## src/rtl/kbd_pkg.sv

```systemverilog
// Shared constants and types for the PS/2 keyboard scan front end.
package kbd_pkg;

  localparam int unsigned PS2_FRAME_BITS = 11;
  localparam int unsigned BIT_CNT_W      = 4;
  localparam int unsigned DATA_BITS      = 8;

  localparam logic [7:0] BREAK_PREFIX = 8'hF0;
  localparam logic [7:0] EXT_PREFIX   = 8'hE0;

  typedef enum logic [1:0] {
    IDLE    = 2'd0,
    PRESSED = 2'd1,
    BREAK   = 2'd2
  } kbd_state_e;

  // Odd parity holds when data plus parity bit carry an odd number of ones.
  function automatic logic odd_parity_ok(input logic [7:0] data, input logic par);
    return ^{data, par};
  endfunction

endpackage

```

## src/rtl/ps2_frame_rx.sv

```systemverilog
// PS/2 device-to-host frame receiver: synchroniser, falling-edge detect,
// 11-bit deserialiser with start/parity/stop checks and inter-bit timeout.
module ps2_frame_rx
  import kbd_pkg::*;
#(
  parameter int unsigned TIMEOUT_CYCLES = 50000,
  parameter int unsigned SYNC_STAGES    = 2
) (
  input  logic       clk,
  input  logic       rst,
  input  logic       ps2_clk,
  input  logic       ps2_data,
  output logic       rx_valid,
  output logic [7:0] rx_byte,
  output logic       frame_err
);

  localparam int unsigned TMO_W = $clog2(TIMEOUT_CYCLES + 1);
  localparam logic [TMO_W-1:0]     TMO_LAST  = TMO_W'(TIMEOUT_CYCLES - 1);
  localparam logic [BIT_CNT_W-1:0] BIT_START = BIT_CNT_W'(0);
  localparam logic [BIT_CNT_W-1:0] BIT_D7    = BIT_CNT_W'(DATA_BITS);
  localparam logic [BIT_CNT_W-1:0] BIT_PAR   = BIT_CNT_W'(DATA_BITS + 1);
  localparam logic [BIT_CNT_W-1:0] BIT_STOP  = BIT_CNT_W'(PS2_FRAME_BITS - 1);

  logic [SYNC_STAGES-1:0] clk_sync_q, clk_sync_d;
  logic [SYNC_STAGES-1:0] data_sync_q, data_sync_d;
  logic                   clk_prev_q, clk_prev_d;
  logic [BIT_CNT_W-1:0]   bit_cnt_q, bit_cnt_d;
  logic [7:0]             shift_q, shift_d;
  logic                   start_ok_q, start_ok_d;
  logic                   parity_q, parity_d;
  logic [TMO_W-1:0]       tmo_cnt_q, tmo_cnt_d;
  logic                   rx_valid_q, rx_valid_d;
  logic [7:0]             rx_byte_q, rx_byte_d;
  logic                   frame_err_q, frame_err_d;

  logic clk_synced_c;
  logic data_bit_c;
  logic fall_c;
  logic frame_good_c;

  assign clk_synced_c = clk_sync_q[SYNC_STAGES-1];
  assign data_bit_c   = data_sync_q[SYNC_STAGES-1];
  assign fall_c       = clk_prev_q & ~clk_synced_c;
  assign frame_good_c = start_ok_q & data_bit_c & odd_parity_ok(shift_q, parity_q);

  // Next-state logic for the synchroniser, deserialiser and timeout.
  always_comb begin
    clk_sync_d  = {clk_sync_q[SYNC_STAGES-2:0], ps2_clk};
    data_sync_d = {data_sync_q[SYNC_STAGES-2:0], ps2_data};
    clk_prev_d  = clk_synced_c;
    bit_cnt_d   = bit_cnt_q;
    shift_d     = shift_q;
    start_ok_d  = start_ok_q;
    parity_d    = parity_q;
    tmo_cnt_d   = tmo_cnt_q;
    rx_valid_d  = 1'b0;
    rx_byte_d   = rx_byte_q;
    frame_err_d = 1'b0;

    if (fall_c) begin
      tmo_cnt_d = '0;
      if (bit_cnt_q == BIT_START) begin
        start_ok_d = ~data_bit_c;
      end else if (bit_cnt_q <= BIT_D7) begin
        shift_d = {data_bit_c, shift_q[7:1]};
      end else if (bit_cnt_q == BIT_PAR) begin
        parity_d = data_bit_c;
      end

      if (bit_cnt_q == BIT_STOP) begin
        bit_cnt_d = '0;
        if (frame_good_c) begin
          rx_valid_d = 1'b1;
          rx_byte_d  = shift_q;
        end else begin
          frame_err_d = 1'b1;
        end
      end else begin
        bit_cnt_d = bit_cnt_q + BIT_CNT_W'(1);
      end
    end else if (bit_cnt_q == BIT_START) begin
      tmo_cnt_d = '0;
    end else if (tmo_cnt_q == TMO_LAST) begin
      // A stalled partial frame is dropped so the next start bit is clean.
      bit_cnt_d   = '0;
      tmo_cnt_d   = '0;
      frame_err_d = 1'b1;
    end else begin
      tmo_cnt_d = tmo_cnt_q + TMO_W'(1);
    end
  end

  // Receiver state registers; synchroniser idles high like the PS/2 bus.
  always_ff @(posedge clk) begin
    if (rst) begin
      clk_sync_q  <= '1;
      data_sync_q <= '1;
      clk_prev_q  <= 1'b1;
      bit_cnt_q   <= '0;
      shift_q     <= '0;
      start_ok_q  <= 1'b0;
      parity_q    <= 1'b0;
      tmo_cnt_q   <= '0;
      rx_valid_q  <= 1'b0;
      rx_byte_q   <= '0;
      frame_err_q <= 1'b0;
    end else begin
      clk_sync_q  <= clk_sync_d;
      data_sync_q <= data_sync_d;
      clk_prev_q  <= clk_prev_d;
      bit_cnt_q   <= bit_cnt_d;
      shift_q     <= shift_d;
      start_ok_q  <= start_ok_d;
      parity_q    <= parity_d;
      tmo_cnt_q   <= tmo_cnt_d;
      rx_valid_q  <= rx_valid_d;
      rx_byte_q   <= rx_byte_d;
      frame_err_q <= frame_err_d;
    end
  end

  assign rx_valid  = rx_valid_q;
  assign rx_byte   = rx_byte_q;
  assign frame_err = frame_err_q;

endmodule

```

## src/rtl/kbd_scan_ctrl.sv

```systemverilog
// PS/2 keyboard front end: frame receiver plus make/break/typematic tracker
// presenting the held key's scan code, a held flag and a press counter.
module kbd_scan_ctrl
  import kbd_pkg::*;
#(
  parameter int unsigned TIMEOUT_CYCLES = 50000,
  parameter int unsigned SYNC_STAGES    = 2
) (
  input  logic       clk,
  input  logic       rst,
  input  logic       ps2_clk,
  input  logic       ps2_data,
  output logic [7:0] scan_code,
  output logic       key_valid,
  output logic [7:0] key_count,
  output logic       frame_err
);

  logic       rx_valid;
  logic [7:0] rx_byte;
  logic       rx_frame_err;

  kbd_state_e state_q, state_d;
  logic [7:0] scan_code_q, scan_code_d;
  logic       key_valid_q, key_valid_d;
  logic [7:0] key_count_q, key_count_d;

  ps2_frame_rx #(
    .TIMEOUT_CYCLES (TIMEOUT_CYCLES),
    .SYNC_STAGES    (SYNC_STAGES)
  ) u_rx (
    .clk       (clk),
    .rst       (rst),
    .ps2_clk   (ps2_clk),
    .ps2_data  (ps2_data),
    .rx_valid  (rx_valid),
    .rx_byte   (rx_byte),
    .frame_err (rx_frame_err)
  );

  // Make/break tracking; extended prefixes are swallowed in every state.
  always_comb begin
    state_d     = state_q;
    scan_code_d = scan_code_q;
    key_valid_d = key_valid_q;
    key_count_d = key_count_q;

    if (rx_valid && (rx_byte != EXT_PREFIX)) begin
      unique case (state_q)
        IDLE: begin
          if (rx_byte == BREAK_PREFIX) begin
            state_d = BREAK;
          end else begin
            state_d     = PRESSED;
            scan_code_d = rx_byte;
            key_valid_d = 1'b1;
            key_count_d = key_count_q + 8'd1;
          end
        end
        PRESSED: begin
          if (rx_byte == BREAK_PREFIX) begin
            state_d = BREAK;
          end else if (rx_byte != scan_code_q) begin
            scan_code_d = rx_byte;
            key_count_d = key_count_q + 8'd1;
          end
        end
        BREAK: begin
          if (rx_byte == scan_code_q) begin
            state_d     = IDLE;
            key_valid_d = 1'b0;
          end else begin
            // Release of some other key: return to where we were.
            state_d = key_valid_q ? PRESSED : IDLE;
          end
        end
        default: begin
          state_d = IDLE;
        end
      endcase
    end
  end

  // Tracker registers.
  always_ff @(posedge clk) begin
    if (rst) begin
      state_q     <= IDLE;
      scan_code_q <= 8'h00;
      key_valid_q <= 1'b0;
      key_count_q <= 8'h00;
    end else begin
      state_q     <= state_d;
      scan_code_q <= scan_code_d;
      key_valid_q <= key_valid_d;
      key_count_q <= key_count_d;
    end
  end

  assign scan_code = scan_code_q;
  assign key_valid = key_valid_q;
  assign key_count = key_count_q;
  assign frame_err = rx_frame_err;

endmodule
```

## config.mk

```make
export PLATFORM = sky130hd
export DESIGN_NAME = kbd_scan_ctrl
export DESIGN_NICKNAME = d
export VERILOG_FILES = /design/src/rtl/kbd_pkg.sv /design/src/rtl/ps2_frame_rx.sv /design/src/rtl/kbd_scan_ctrl.sv
export SDC_FILE = /design/constraint.sdc
export NUM_CORES = 1
export LEC_CHECK = 0
export BUFFER_PORTS_ARGS = -buffer_cell sky130_fd_sc_hd__buf_2
export CORE_MARGIN = 3
export CORE_UTILIZATION = 51
export CTS_CLUSTER_SIZE = 12
export DETAILED_ROUTE_END_ITERATION = 10
export GPL_TIMING_DRIVEN = 1
export PLACE_DENSITY = 0.69
export SLEW_MARGIN = 15
export SYNTH_ARGS = -nofsm -noshare
export SYNTH_HDL_FRONTEND = slang
export SYNTH_SLANG_ARGS = --single-unit
```

## constraint.sdc

```tcl
create_clock -name clk -period 2.3 [get_ports clk]
set_clock_uncertainty 0.1 [all_clocks]
set_input_delay 0.115 -clock clk [delete_from_list [all_inputs] [get_ports clk]]
set_output_delay 0.115 -clock clk [all_outputs]
set_load 0.02 [all_outputs]
```

==> results of run 1 <==
==> cell usage after synthesis (all sizes together) <==
cell type,number
xnor3,1
nand4b,1
or2b,2
nor2b,7
o21a,1
o211ai,1
or2,5
nand4,8
nand2b,15
a32oi,2
clkbuf,15
and4b,1
and3,4
nor4b,2
nand2,9
xor2,12
o31ai,5
inv,4
nor3b,1
nor3,4
o21ai,15
nand4bb,1
ha,2
xnor2,16
dfxtp,64
a21oi,23
nor4,5
a211oi,1
or3,2
or3b,1
nor2,36
nand3,19
and3b,2
mux2i,18
and4,3
or4,4
a2bb2oi,1
mux2,3
buf,3
nand3b,3
and2,1
==> area by class of cell <==
class	instances	share of cell area, %
clock buffers	13	4.77
clock inverters	3	1.20
inverters	4	0.450
multi-input cells	237	46.8
flip-flops and latches	64	38.4
well taps	70	2.63
repair buffers	32	5.78
==> timing repair <==
action | CTS | global route
hold buffers | 2 | 0
endpoints found under the hold margin | 2 | 0
setup buffers | 0 | 0
gates resized for setup | 0 | 0
==> flip-flops by register name (all words and copies together) (netlist names) <==
name              cells
u_rx.tmo_cnt_q       16
key_count             8
scan_code             8
u_rx.rx_byte          8
u_rx.shift_q          8
u_rx.bit_cnt_q        4
state_q               2
u_rx.clk_sync_q       2
u_rx.data_sync_q      2
key_valid             1
u_rx.clk_prev_q       1
u_rx.frame_err        1
u_rx.parity_q         1
u_rx.rx_valid         1
u_rx.start_ok_q       1
==> cell usage in the layout, fill, tap and decap left out, drive strengths merged, types with 5 or more instances in the layout <==
cell type / count
dfxtp: 64
nor2: 36
buf: 30
a21oi: 23
nand3: 19
mux2i: 18
xnor2: 16
nand2b: 15
o21ai: 15
clkbuf: 13
xor2: 12
nand2: 9
nand4: 8
nor2b: 7
nor4: 5
o31ai: 5
or2: 5
==> cell families (layout without fill, tap and decap cells) <==
family / after synthesis / after routing / share of synthesized area, %
flip-flops: 64 / 64 / 43.7
AO/OA/AOI/OAI: 49 / 49 / 9.57
XOR/XNOR: 29 / 29 / 9.18
adder cells (fa/ha/maj): 2 / 2 / 0.854
AND/OR/NAND/NOR: 136 / 136 / 25.9
multiplexers: 21 / 21 / 7.73
buffers and inverters: 22 / 52 / 3.03
==> layer usage <==
layer	vias up	global-route usage [%]	part of all wire (%)	wire length, um
li1	1180	-	-	-
met1	1082	24.0	48	2800
met2	36	31.1	47	2760
met3	6	7.35	3.9	230
met4	0	7.48	1.1	63
met5	-	0	0	0
==> metrics by stage <==
| step | std cells | util [%] |
|---|---|---|
| 6_report | 423 | 62.5 |
| 2_1_floorplan | 323 | - |
| 4_1_cts | 423 | 62.5 |
| 3_3_place_gp | 405 | 58.4 |
| 3_5_place_dp | 405 | 58.4 |
| 5_1_grt | 423 | 62.5 |
==> worst max-delay path, delay by kind of cell (launching register included) <==
kind	cells	cell delay [ns]
compound gates	3	0.71
flops	1	0.35
simple gates	2	0.63
==> worst paths after layout <==
kind | depth (start not counted) | slack (ns) | end
hold reg to reg | 1 | 0.32 | u_rx.data_sync_q[1]$_SDFF_PP1_
setup reg to reg | 5 | 0.39 | state_q[0]$_SDFFE_PP0P_
hold / removal | 2 | 0.06 | state_q[1]$_SDFFE_PP0P_
setup / recovery | 5 | 0.39 | state_q[0]$_SDFFE_PP0P_
==> power groups by stage <==
stage / clock, uW / combinational, uW / sequential [uW]
floorplan: 0 / 36.5 / 1140
global placement: 0 / 47.7 / 1140
detailed placement: 0 / 48.5 / 1140
CTS: 992 / 51.1 / 1120
global route: 1040 / 56.2 / 1120
finish: 961 / 50.5 / 1120
==> metrics.md, run 1 <==
| Metric | Value |
|---|---|
| Sequential share of the synthesized area | `43.7%` |
| Worst relative slew slack | `62.6%` |
| Internal power | `1690 uW` |
| Syn_nets | `between 300 and 400` |
| Crit path cell chain | `or3b_2 > o31ai_1 > nor3b_1 > a32oi_1 > a21oi_1` |
| Startpoint types | `flip-flop` |
| Synth area leader | `dfxtp_1` |
| Fillers | `477` |
| CP max FO | `4` |
| Yosys cell types | `46` |
| Clk sinks | `64` |
| First-pass GRT wire length | `10000 um` |
| Worst slew pin tran | `0.556 ns` |
| Crit path largest cell delay | `0.50 ns` |
| Status | `complete, no violations` |
| Remaining antenna violation count after routing | `0` |
| Flop pwr share | `52.5%` |
| Net Sw Frac | `20.6%` |
| Worst setup margin | `0.392 ns` |
| Syn_area_per_cell | `between 9 and 10 sq um` |
| Die Height | `81.8 um` |
| GR Overflow Total | `0` |
| WL final | `5860 um` |
| GRT Total Usage | `between 10% and 20%` |
| Site Rows | `26` |
| Die area | `approximately 6700 sq um` |
| MaxCap Viol Count | `0` |
| Kind of critical path | `reg2reg` |
| Clk root buf | `clkbuf_8` |
| CTS Buf Count | `9` |
| IO buf count | `21` |
| Hold WS | `0.0566 ns` |
| Final period utilization | `82.9%` |
| Nets | `354` |
| H-Tree Depth | `3` |
| Antenna violations before repair | `0` |
| Clk_lat worst skew | `0.34 ns` |
| Final Hold Viols | `0` |
| Max VDD drop | `0.445 mV` |
| Power share of the combinational group | `2.4%` |
| TNS Setup | `0 ns` |
| Drt pass-1 iters | `4` |
| Syn-to-layout area delta | `13.8%` |
| Slowest cell on crit path | `or3b_2` |
| Layout cells sized above 1 | `16.1%` |
| Die width | `around 82 um` |
| Initial Util | `54.9%` |
| RSZ-0062 raised after global routing | `false` |
| Max Buffers Root-to-Sink | `2` |
| Dpl cell area | `3120 sq um` |
| GP Congestion | `0.756` |
| Main area contributors after synthesis | `dfxtp_1 (44%), mux2i_1 (5.8%), xnor2_1 (4.8%)` |
| Fmax | `approximately 520 MHz` |
| Hpwl dp | `4050 um` |
| Worst Setup End Kind | `flip-flop` |
| Worst R2R Start | `u_rx.rx_byte[1]$_SDFFE_PP0P_` |
| Pin count of the biggest net entering global routing | `22` |
| Multi-input logic area | `1560 sq um` |
| Tot Pwr | `2130 uW` |
| Yosys reg bits | `64` |
| Pins Over Slew Limit | `0` |
| Pre-CTS setup slack | `~0.40 ns` |
| Share of Yosys cell area claimed by the top area cell type | `between 40% and 50%` |
| Net Sw Power | `440 uW` |
| Via count | `2304` |
| Initial DRC count | `between 70 and 80` |
| Register area | `1280 sq um` |
| Cells after Synth | `323` |
| P_leak | `about 0.0013 uW` |
| Cell area after synthesis | `2930 sq um` |
| Syn. warnings | `0` |
| Drt drc | `0` |
| P per Cell Area | `639 nW/um^2` |
| Worst setup path startpoint | `u_rx.rx_byte[1]$_SDFFE_PP0P_` |
| Number of global-route vias before repair | `2245` |
| # setup viols final | `0` |
| Worst EP arrival | `between 2 and 2.5 ns` |
| Clk pwr share | `45.1%` |
| Worst-path clk slew | `about 0.070 ns` |
| Core area | `5340 sq um` |
| Fin crit period | `~1.9 ns` |
| Wire per inst | `13.8 um` |
| CTS tree | `built` |
| Diodes inserted | `0` |
| Hold Crit Start | `rst` |
| IO Pins | `22` |
| Design Area, Final | `3330 sq um` |
| Critical Path RT | `2.42 ns` |
| Hold WC Path Type | `in2reg` |
| Vias per cell | `approximately 5.4` |
Note: power is estimated with default switching activity, not from simulation.
==> inputs of run 2 (changes only) <==
- ABC_AREA: default -> 1
- PLACE_DENSITY: 0.69 -> 0.72
- clock period: 2.3 -> 1.6 ns (I/O delays scaled with it)
==> run 2 against run 1 <==
  * Register-to-register slack worse by 0.37 ns
  * Die area grew 3.5%
  * Synthesized cell count rose by 35%
  * Routed wire length increased by 22%
  * Largest power group unchanged
  * Via count rose by 25%
  * Highest routed layer unchanged
==> metrics.md, run 2 <==
| Metric | Value |
|---|---|
| Worst Setup End Kind | `flip-flop (unchanged)` |
| Site Rows | `27 (was 26)` |
| Share of Yosys cell area claimed by the top area cell type | `42.2% (was 43.7%)` |
| Drt drc | `0 (unchanged)` |
| Top reg by flops | `u_rx.tmo_cnt_q (unchanged)` |
| CP top delay family | `simple AND/OR/NAND/NOR gates (was compound AO/OA/AOI/OAI gates)` |
| Pins Over Slew Limit | `0 (unchanged)` |
| EDFF count, synth | `0 (unchanged)` |
| Core area | `5640 sq um (was 5340 sq um)` |
| Worst path most repeated cell | `nand2_2` |
| Register-to-Register Path Depth | `13 (was 5)` |
| Critical Path RT | `1.74 ns (was 2.42 ns)` |
| Number of global-route vias before repair | `2530 (was 2245)` |
| Die width | `83.2 um (was 81.8 um)` |
| IO Pins | `22 (unchanged)` |
| Post-synth top flop | `dfxtp_1 (unchanged)` |
| WL final | `7120 um (was 5860 um)` |
| P_leak | `0.00159 uW (was 0.00132 uW)` |
| Nets | `496 (was 354)` |
| Main area contributors after synthesis | `dfxtp_1 (42%), nand2_1 (12%), inv_1 (7.7%) (was dfxtp_1 (44%), mux2i_1 (5.8%), xnor2_1 (4.8%))` |
| Syn_area_per_cell | `6.99 sq um (was 9.07 sq um)` |
| Drt pass-1 iters | `4 (unchanged)` |
| Slowest cell on crit path | `dfxtp_4 (was or3b_2)` |
| Kind of critical path | `reg2reg (unchanged)` |
| RSZ-0062 raised after global routing | `true (was false)` |
| TNS Setup | `0 ns (unchanged)` |
| Internal reg-to-reg setup slack | `0.02 ns (was 0.39 ns)` |
| Worst setup path startpoint | `u_rx.shift_q[1]$_SDFFE_PP0P_ (was u_rx.rx_byte[1]$_SDFFE_PP0P_)` |
| Dpl cell area | `3350 sq um (was 3120 sq um)` |
| Cells after Synth | `435 (was 323)` |
| Worst EP arrival | `1.72 ns (was 2.03 ns)` |
| Remaining antenna violation count after routing | `0 (unchanged)` |
| Hpwl dp | `4440 um (was 4050 um)` |
| Clk pwr share | `43.0% (was 45.1%)` |
| Synth area leader | `dfxtp_1 (unchanged)` |
| Hold WS | `0.0221 ns (was 0.0566 ns)` |
| Worst slew pin tran | `0.407 ns (was 0.556 ns)` |
| Tot Pwr | `3110 uW (was 2130 uW)` |
| Syn_nets | `441 (was 329)` |
| Final Hold Viols | `0 (unchanged)` |
| Net Sw Frac | `23.7% (was 20.6%)` |
| Worst-path clk slew | `0.08 ns (was 0.07 ns)` |
| Most common cell in the netlist | `nand2_1 (was dfxtp_1)` |
| GRT Total Usage | `18.8% (was 19.6%)` |
| Ys async rst share | `0% (unchanged)` |
| Yosys reg bits | `64 (unchanged)` |
| GR Overflow Total | `0 (unchanged)` |
| Worst relative slew slack | `72.7% (was 62.6%)` |
| Initial DRC count | `176 (was 74)` |
| Status | `complete, no violations (unchanged)` |
| Startpoint types | `flip-flop (unchanged)` |
| Critical Path End | `u_rx.rx_byte[0]$_SDFFE_PP0P_ (was state_q[0]$_SDFFE_PP0P_)` |
| GP Congestion | `0.859 (was 0.756)` |
| Layout cells sized above 1 | `33.9% (was 16.1%)` |
| MaxCap Viol Count | `0 (unchanged)` |
| Max Buffers Root-to-Sink | `2 (unchanged)` |
| Cell area after synthesis | `3040 sq um (was 2930 sq um)` |
| Mux contribution to synthesized area | `0% (was 7.73%)` |
| Via count | `2884 (was 2304)` |
| Commonest non-fill, non-tap cell in the layout | `nand2_1 (was dfxtp_1)` |
| Crit path cell chain | `inv_4 > nand2_2 > nand2_2 > nand2_2 > nand2_1 > nand2_2 > nand2_2 > nand2_4 > nand2_8 > buf_4 > nand4_1 > nand2_1 > nor2_1 (was or3b_2 > o31ai_1 > nor3b_1 > a32oi_1 > a21oi_1)` |
| P per Cell Area | `788 nW/um^2 (was 639 nW/um^2)` |
| First-pass GRT wire length | `10800 um (was 10000 um)` |
| CP max FO | `5 (was 4)` |
| Die Height | `83.2 um (was 81.8 um)` |
| IO buf count | `21 (unchanged)` |
| Crit path buf inv count | `2 (was 0)` |
| Clk sinks | `64 (unchanged)` |
| H-Tree Depth | `3 (unchanged)` |
| Initial Util | `53.9% (was 54.9%)` |
| Wire per inst | `12.6 um (was 13.8 um)` |
| Sequential share of the synthesized area | `42.2% (was 43.7%)` |
| Design Area, Final | `3950 sq um (was 3330 sq um)` |
| Clk root buf | `clkbuf_8 (unchanged)` |
| Reg2reg end | `u_rx.rx_byte[0]$_SDFFE_PP0P_ (was state_q[0]$_SDFFE_PP0P_)` |
| XOR/XNOR share of the synthesized area | `5.19% (was 9.18%)` |
| Post-Synth Adder-Cell Area | `0.823% (was 0.854%)` |
| # setup viols final | `0 (unchanged)` |
| Antenna violations before repair | `0 (unchanged)` |
| CTS Buf Count | `9 (unchanged)` |
| Flop pwr share | `51.7% (was 52.5%)` |
| Crit path largest cell delay | `0.37 ns (was 0.50 ns)` |
| Yosys cell types | `28 (was 46)` |
| Fillers | `445 (was 477)` |
| Fin crit period | `1.58 ns (was 1.91 ns)` |
| Worst R2R Start | `u_rx.shift_q[1]$_SDFFE_PP0P_ (was u_rx.rx_byte[1]$_SDFFE_PP0P_)` |
| Main combinational cell family by area after synthesis | `simple AND/OR/NAND/NOR gates (unchanged)` |
| Largest register FFs | `16 (unchanged)` |
| Diodes inserted | `0 (unchanged)` |
| Net Sw Power | `739 uW (was 440 uW)` |
| Commonest cells after routing, fill and taps aside | `nand2_1 (71), nor2_1 (55), inv_1 (47) (was dfxtp_1 (64), nor2_1 (36), a21oi_1 (22))` |
| Internal power | `2380 uW (was 1690 uW)` |
| Stages on worst setup path | `13 (was 5)` |
| Die area | `6920 sq um (was 6690 sq um)` |
| Core Util, Final | `70.1% (was 62.5%)` |
| Post-synth top cells | `nand2_1 (99), dfxtp_1 (64), inv_1 (62), nor2_1 (58), a21oi_1 (28) (was dfxtp_1 (64), nor2_1 (36), a21oi_1 (22), nand3_1 (18), mux2i_1 (17))` |
| Final period utilization | `98.9% (was 82.9%)` |
| Pin count of the biggest net entering global routing | `27 (was 22)` |
| Compound-Gate Fraction of Synth Area | `9.43% (was 9.57%)` |
| Vias per cell | `5.09 (was 5.45)` |
| Power share of the combinational group | `5.3% (was 2.4%)` |
| CTS tree | `built (unchanged)` |
| Hold WC Path Type | `in2reg (unchanged)` |
| Post-Synth Simple-Gate Area | `32.6% (was 25.9%)` |
| Clk_lat worst skew | `0.34 ns (about the same)` |
| Fmax | `632 MHz (was 524 MHz)` |
| Hold Crit Start | `rst (unchanged)` |
| Syn. warnings | `0 (unchanged)` |
| Max VDD drop | `0.620 mV (was 0.445 mV)` |
| Syn-to-layout area delta | `30.1% (was 13.8%)` |
-- run 2: cell count changes in the layout (fill, tap and decap cells not counted), sizes merged, moves of 12 or more --
cell,change
buf,+18
nand2b,-15
inv,+58
nand2,+94
nor2,+25
mux2i,-18
o21ai,+12
-- run 2: cells by family (layout without fill, tap and decap cells) --
family	Yosys count	count (layout)
and+or+nand+nor	222	224
buffers and inverters	73	131
DFF	64	64
AOI/OAI and AO/OA	56	56
xor gates and xnor gates	18	18
adders and majority gates	2	2
-- run 2: cell type report --
| class | count | area [sq um] | area share [%] |
|---|---|---|---|
| Clock buffer | 10 | 128 | 3.23 |
| Sequential cell | 64 | 1320 | 33.3 |
| Tap cell | 72 | 90.1 | 2.28 |
| Timing Repair Buffer | 50 | 364 | 9.21 |
| Clock inverter | 6 | 60.1 | 1.52 |
| Timing Repair inverter | 1 | 7.51 | 0.190 |
| Inverter | 64 | 249 | 6.30 |
| Multi-Input combinational cell | 300 | 1740 | 44.0 |
-- run 2: worst min path at each step --
stage               cells past startpoint                             end
floorplan                               1   u_rx.clk_sync_q[0]$_SDFF_PP1_
CTS                                     3  u_rx.bit_cnt_q[1]$_SDFFE_PP0P_
detailed placement                      2  u_rx.data_sync_q[0]$_SDFF_PP1_
finish                                  3       key_count[4]$_SDFFE_PP0P_
global placement                        2  u_rx.data_sync_q[0]$_SDFF_PP1_
global route                            3       key_count[4]$_SDFFE_PP0P_
-- run 2: worst reg2reg max path: stages, from the launching register on --
cell	delay, ns
dfxtp_4	0.37
inv_4	0.07
nand2_2	0.06
nand2_2	0.08
nand2_2	0.06
nand2_1	0.08
nand2_2	0.08
nand2_2	0.10
nand2_4	0.08
nand2_8	0.10
buf_4	0.12
nand4_1	0.09
nand2_1	0.08
nor2_1	0.03
-- run 2: power groups by stage --
stage | logic, uW | registers (uW) | clock network (uW)
floorplan | 85.5 | 1650 | 0
CTS | 128 | 1610 | 1360
global route | 184 | 1610 | 1450
finish | 165 | 1610 | 1340
detailed placement | 121 | 1650 | 0
global placement | 119 | 1650 | 0
-- run 2: through the flow --
step | cells | setup slack (ns)
floorplan | 435 | 0.0583
global placement | 539 | 0.00329
detailed placement | 539 | -0.0631
CTS | 559 | 0.00194
global route | 567 | -0.0946
finish | 567 | 0.0174
-- run 2: layer usage --
layer | GRT usage [%] | vias up | part of all wire [%]
met2 | 29.7 | 60 | 49
met3 | 5.26 | 6 | 4.3
met1 | 24.4 | 1320 | 46
met5 | 0 | - | 0
li1 | - | 1498 | -
met4 | 7.28 | 0 | 0.74
-- run 2: repair_timing --
item | in CTS | in global routing
buffers inserted | 1 | 6
cloned | 1 | 2
resized for setup | 19 | 101
pin swaps | 6 | 33
endpoints found under the setup margin | 22 | 45
endpoints found under the hold margin | 2 | 0
hold buffers | 2 | 0
